[src/rtl/trace_pkg.sv]
// rtl/trace_pkg.sv - shared encodings and widths for the instruction trace buffer
package trace_pkg;

    localparam int PC_W    = 32;
    localparam int ENTRY_W = 64;

    typedef enum logic [1:0] {
        ST_IDLE    = 2'd0,
        ST_ARMED   = 2'd1,
        ST_CAPTURE = 2'd2,
        ST_DONE    = 2'd3
    } trace_state_t;

endpackage

[src/rtl/trace_fifo.sv]
// rtl/trace_fifo.sv - first-word-fall-through FIFO with overwrite-oldest strobe
module trace_fifo #(
    parameter int  DEPTH   = 16,
    parameter int  ENTRY_W = 64,
    localparam int AW      = $clog2(DEPTH)
) (
    input  logic               clk,
    input  logic               reset,
    input  logic               clear,
    input  logic               wr_en,
    input  logic               rd_en,
    input  logic               ovw_en,
    input  logic [ENTRY_W-1:0] wr_data,
    output logic [ENTRY_W-1:0] rd_data,
    output logic               rd_valid,
    output logic               full,
    output logic [AW:0]        count
);

    logic [ENTRY_W-1:0] mem [DEPTH];
    logic [AW-1:0]      wr_ptr;
    logic [AW-1:0]      rd_ptr;
    logic               adv_rd;

    // An overwrite retires the oldest entry exactly like a pop does.
    assign adv_rd   = rd_en | ovw_en;
    assign rd_data  = mem[rd_ptr];
    assign rd_valid = (count != '0);
    assign full     = (count == (AW+1)'(DEPTH));

    // Storage array; contents are meaningless until count says otherwise, so no reset.
    always_ff @(posedge clk) begin
        if (wr_en) begin
            mem[wr_ptr] <= wr_data;
        end
    end

    // Pointers wrap naturally at DEPTH; count disambiguates full from empty.
    always_ff @(posedge clk or negedge reset) begin
        if (!reset) begin
            wr_ptr <= '0;
            rd_ptr <= '0;
            count  <= '0;
        end else if (clear) begin
            wr_ptr <= '0;
            rd_ptr <= '0;
            count  <= '0;
        end else begin
            if (wr_en) begin
                wr_ptr <= wr_ptr + AW'(1);
            end
            if (adv_rd) begin
                rd_ptr <= rd_ptr + AW'(1);
            end
            case ({wr_en, adv_rd})
                2'b10:   count <= count + (AW+1)'(1);
                2'b01:   count <= count - (AW+1)'(1);
                default: count <= count;
            endcase
        end
    end

endmodule

[src/rtl/instr_trace_buffer.sv]
// rtl/instr_trace_buffer.sv - PC-triggered {pc, instr} capture into a readable FIFO (option: TRACE_WRAP_EN)
module instr_trace_buffer
    import trace_pkg::*;
#(
    parameter int  DEPTH  = 16,
    parameter int  DROP_W = 16,
    localparam int AW     = $clog2(DEPTH)
) (
    input  logic               clk,
    input  logic               reset,
    input  logic               arm,
    input  logic               stop,
    input  logic               clear,
    input  logic               trig_any,
    input  logic [PC_W-1:0]    trig_pc,
    input  logic [PC_W-1:0]    pc_i,
    input  logic [PC_W-1:0]    instr_i,
    output logic               rd_valid,
    input  logic               rd_ready,
    output logic [ENTRY_W-1:0] rd_data,
    output logic [AW:0]        count,
    output logic [1:0]         state_o,
    output logic               overflow,
    output logic [DROP_W-1:0]  drop_cnt
);

    trace_state_t state;
    trace_state_t state_nx;
    logic         sample;
    logic         pop;
    logic         full;
    logic         drop;
    logic         wr_en;
    logic         ovw_en;

    assign state_o = state;
    assign pop     = rd_valid & rd_ready & ~clear;
    assign drop    = sample & full & ~pop;

`ifdef TRACE_WRAP_EN
    // Keep the newest samples: a blocked write pushes out the oldest entry.
    assign wr_en  = sample;
    assign ovw_en = drop;
`else
    // Keep the oldest samples: a blocked write is simply discarded.
    assign wr_en  = sample & ~drop;
    assign ovw_en = 1'b0;
`endif

    // State register.
    always_ff @(posedge clk or negedge reset) begin
        if (!reset) begin
            state <= ST_IDLE;
        end else begin
            state <= state_nx;
        end
    end

    // Next state and capture request; clear beats stop beats arm beats trigger.
    always_comb begin
        state_nx = state;
        sample   = 1'b0;
        if (clear) begin
            state_nx = ST_IDLE;
        end else begin
            case (state)
                ST_IDLE: begin
                    if (!stop && arm) state_nx = ST_ARMED;
                end
                ST_ARMED: begin
                    if (stop) begin
                        state_nx = ST_IDLE;
                    end else if (!arm && (trig_any || pc_i == trig_pc)) begin
                        state_nx = ST_CAPTURE;
                        sample   = 1'b1;
                    end
                end
                ST_CAPTURE: begin
                    sample = 1'b1;
                    if (stop) state_nx = ST_DONE;
                end
                ST_DONE: begin
                    if (!stop && arm) state_nx = ST_ARMED;
                end
                default: state_nx = ST_IDLE;
            endcase
        end
    end

    // Sticky overflow flag and saturating drop counter.
    always_ff @(posedge clk or negedge reset) begin
        if (!reset) begin
            overflow <= 1'b0;
            drop_cnt <= '0;
        end else if (clear) begin
            overflow <= 1'b0;
            drop_cnt <= '0;
        end else if (drop) begin
            overflow <= 1'b1;
            if (drop_cnt != '1) begin
                drop_cnt <= drop_cnt + DROP_W'(1);
            end
        end
    end

    trace_fifo #(
        .DEPTH   (DEPTH),
        .ENTRY_W (ENTRY_W)
    ) u_fifo (
        .clk      (clk),
        .reset    (reset),
        .clear    (clear),
        .wr_en    (wr_en),
        .rd_en    (pop),
        .ovw_en   (ovw_en),
        .wr_data  ({pc_i, instr_i}),
        .rd_data  (rd_data),
        .rd_valid (rd_valid),
        .full     (full),
        .count    (count)
    );

endmodule

[config.mk]
export PLATFORM = sky130hd
export DESIGN_NAME = instr_trace_buffer
export DESIGN_NICKNAME = d
export VERILOG_FILES = /design/src/rtl/trace_pkg.sv /design/src/rtl/trace_fifo.sv /design/src/rtl/instr_trace_buffer.sv
export SDC_FILE = /design/constraint.sdc
export NUM_CORES = 1
export LEC_CHECK = 0
export CAP_MARGIN = 20
export CORE_ASPECT_RATIO = 2
export CORE_MARGIN = 2
export CORE_UTILIZATION = 55
export DETAILED_ROUTE_END_ITERATION = 6
export PLACE_DENSITY = 0.71
export SLEW_MARGIN = 25
export SYNTH_ARGS = -nofsm -noshare
export SYNTH_HDL_FRONTEND = slang
export SYNTH_SLANG_ARGS = --single-unit
[constraint.sdc]
create_clock -name clk -period 12.78 [get_ports clk]
set_input_delay 3.834 -clock clk [delete_from_list [all_inputs] [get_ports clk]]
set_output_delay 3.834 -clock clk [all_outputs]
set_load 0.03 [all_outputs]
==> flow_metrics.env <==
export IMPL_run_status="finished clean"
export IMPL_synth_area_leaders="edfxtp_1, mux4_2, mux2i_1"
export IMPL_worst_path_buf_inv=4
export IMPL_rows=142
export IMPL_hpwl_um=51800
export IMPL_drive_gt1_share_pct=15.7
export IMPL_placeableCoreArea_um2=74800
export IMPL_cp_start_kind="register"
export IMPL_finalClockSkew_ns=0.0147
export IMPL_track_usage_pct=24.8
export IMPL_cts_setup_buffers=0
export IMPL_p_int_w=0.00590
export IMPL_synth_cell_types=47
export IMPL_die_h_um=392
export IMPL_initial_core_util_pct=55.4
export IMPL_synth_top_cell_area_share_pct=74.2
export IMPL_setup_violations=0
export IMPL_cp_max_fo=76
export IMPL_grt_pass1_wl_um=140000
export IMPL_clockBufferDepth=3
export IMPL_nFillCells=5124
export IMPL_yosys_area_top_type="edfxtp_1"
export IMPL_ctsHoldBuffers=0
export IMPL_ios=192
export IMPL_area_growth_pct=14.3
export IMPL_comb_power_share_pct=17.2
export IMPL_synth_commonest_cells="edfxtp_1, mux2i_1, o21ai_0"
export IMPL_grt_max_degree=141
export IMPL_antenna_found_initial=3
export IMPL_switching_share_pct=24.8
export IMPL_tns_ns=0
export IMPL_yosysWarnings=0
export IMPL_ir_worst_vdd_mv=0.116
export IMPL_drt_iter0_drc=1572
export IMPL_stdcell_count=3454
export IMPL_yosysMostFrequentCell="edfxtp_1"
export IMPL_grt_setup_unrepaired="false"
export IMPL_worst_setup_path_type="register to output pin"
export IMPL_p_leak_nw=14.8
export IMPL_cts_tree="done"
export IMPL_p_switching_w=0.00194
export IMPL_power_density_nw_per_um2=166
export IMPL_h_tree_depth=3
export IMPL_worstPathArrival_ns=4.97
export IMPL_cp_cell_sequence="buf_12 > buf_16 > buf_4 > mux2_2 > o21ai_0 > a21oi_1 > a22oi_1 > nand2_1 > clkdlybuf4s50_1"
export IMPL_slowest_delay_ns=0.75
export IMPL_clockRootBuffer="clkbuf_16"
export IMPL_fmax_ghz=0.114
export IMPL_synth_edff_count=1024
export IMPL_routedWlPerCell_um=27.3
export IMPL_required_ns=8.95
export IMPL_routed_wirelength_um=94400
export IMPL_die_width_um=198
export IMPL_synthesis_nets=2294
export IMPL_synthFlopType="edfxtp_1"
export IMPL_path_delay_family="buffers and inverters"
export IMPL_dr_total_vias=21400
export IMPL_viasPerCell=6.19
export IMPL_max_slew_margin_pct=23.5
export IMPL_worst_slew_pin_slew_ns=1.14
export IMPL_finalMaxSlewViolations=0
export IMPL_power_share_sequential_pct=49.1
export IMPL_die_area_um2=77700
export IMPL_syn_inst=2178
export IMPL_synth_seq_cells=1056
export IMPL_clock_latency_ns=0.66
export IMPL_finalHoldViolCount=0
export IMPL_cts_buffers=87
export IMPL_syn_avg_cell_area_um2=19.0
export IMPL_critPathCaptureType="output pin"
export IMPL_nets=2493
export IMPL_clkPwrFrac_pct=33.7
export IMPL_synthesis_area_um2=41400
export IMPL_cts_resized=0
export IMPL_async_reset_ff_share_pct=3.03
export IMPL_port_buffers=191
export IMPL_placedCellCount=3295
export IMPL_cp_slowest_cell="dfrtp_4"
export IMPL_holdCritPathClass="register to register"
export IMPL_synth_seq_area_share_pct=76.1
export IMPL_grt_pass1_vias=22400
export IMPL_place_gp_congestion=0.815
export IMPL_grt_ovfl_total=0
export IMPL_ant_nets=0
export IMPL_fin_crit_sh_pct=68.9
export IMPL_clk_pin_slew_ns=0.07
export IMPL_dr_pass1_iters=7
export IMPL_finalCriticalPeriod_ns=8.81
export IMPL_drc_errors=0
export IMPL_maxCapViolations=0
export IMPL_cts_sinks=1056
[cell families (layout without fill, tap and decap cells)]
| family | count (synthesis) | in the layout | synth area share (%) |
|---|---|---|---|
| simple gates | 183 | 183 | 2.18 |
| fa+ha+maj | 13 | 13 | 0.411 |
| compound gates | 356 | 356 | 5.40 |
| other cells | 0 | 1 | 0 |
| buf+inv | 134 | 401 | 1.42 |
| xor+xnor | 47 | 47 | 0.993 |
| flops | 1056 | 1056 | 76.1 |
| mux | 389 | 389 | 13.5 |
[sequential cells by signal, summed over array words and instances (netlist names)]
register and cells:
u_fifo.mem 1024, drop_cnt 16, u_fifo.count 5, u_fifo.rd_ptr 4, u_fifo.wr_ptr 4, state_o 2
overflow 1
[final timing paths]
| kind | cells past startpoint | slack [ns] | startpoint | to |
|---|---|---|---|---|
| hold reg to reg | 2 | 0.55 | overflow | overflow |
| setup / recovery | 9 | 3.97 | u_fifo.rd_ptr[0] | rd_data[46] |
| max in group asynchronous | 2 | 8.86 | reset | u_fifo.rd_ptr[1] |
| setup reg to reg | 8 | 8.27 | state_o[0] | u_fifo.mem[13][11] |
| hold / removal | 2 | 0.55 | overflow | overflow |
| min in group asynchronous | 2 | 3.58 | reset | u_fifo.count[0] |
[worst min-delay path: stages, from the launching register on]
cell     delay (ns)
dfrtp_1        0.39
inv_1          0.05
o21ai_0        0.07
[power by group through the flow]
stage,clock [W],sequential [W],combinational [W]
floorplan,0,0.00391,0.000968
global placement,0,0.00393,0.00134
detailed placement,0,0.00393,0.00136
CTS,0.00268,0.00385,0.00136
global route,0.00281,0.00385,0.00144
finish,0.00265,0.00385,0.00135
[cell usage in the layout (no fill, tap or decap), drive strengths merged, types with 38 or more instances in the layout]
| master | n |
|---|---|
| mux2i | 196 |
| a21oi | 76 |
| xnor2 | 38 |
| mux2 | 65 |
| mux4 | 128 |
| a22oi | 64 |
| clkbuf | 105 |
| clkdlybuf4s50 | 191 |
| o21ai | 139 |
| edfxtp | 1024 |
| nand2 | 80 |
| a221oi | 65 |
[routing by layer]
layer  GRT usage [%]  vias to the layer above  share of wire, %
li1                -                     9254                 -
met1            30.7                    11200                38
met2            44.4                      788                53
met3            3.89                      152               5.8
met4            8.31                        4               2.9
met5               0                        -             0.020
[through the flow]
step | utilization [%] | hold WS (ns) | power [W] | area (um2) | worst slack [ns]
finish | 63.3 | 0.548 | 0.00784 | 47400 | 3.97
global route | 63.3 | 0.569 | 0.00811 | 47400 | 3.72
CTS | 63.3 | 0.541 | 0.00790 | 47300 | 3.92
detailed placement | 59.5 | 0.526 | 0.00529 | 44500 | 3.23
global placement | 59.5 | 0.521 | 0.00526 | 44500 | 3.32
floorplan | - | 0.556 | 0.00488 | 41400 | 1.16
[area by class of cell]
| type | count | area, um2 | share of cell area (%) |
|---|---|---|---|
| Antenna cell | 1 | 2.50 | 0.00528 |
| Clock buffer | 105 | 2270 | 4.79 |
| Clock inverter | 52 | 542 | 1.14 |
| Inverter | 16 | 60.1 | 0.127 |
| Multi-Input combinational cell | 988 | 9410 | 19.9 |
| Sequential cell | 1056 | 31600 | 66.7 |
| Tap cell | 1008 | 1260 | 2.66 |
| Timing Repair Buffer | 228 | 2250 | 4.74 |
No activity file was read; power rests on OpenSTA's default activity.
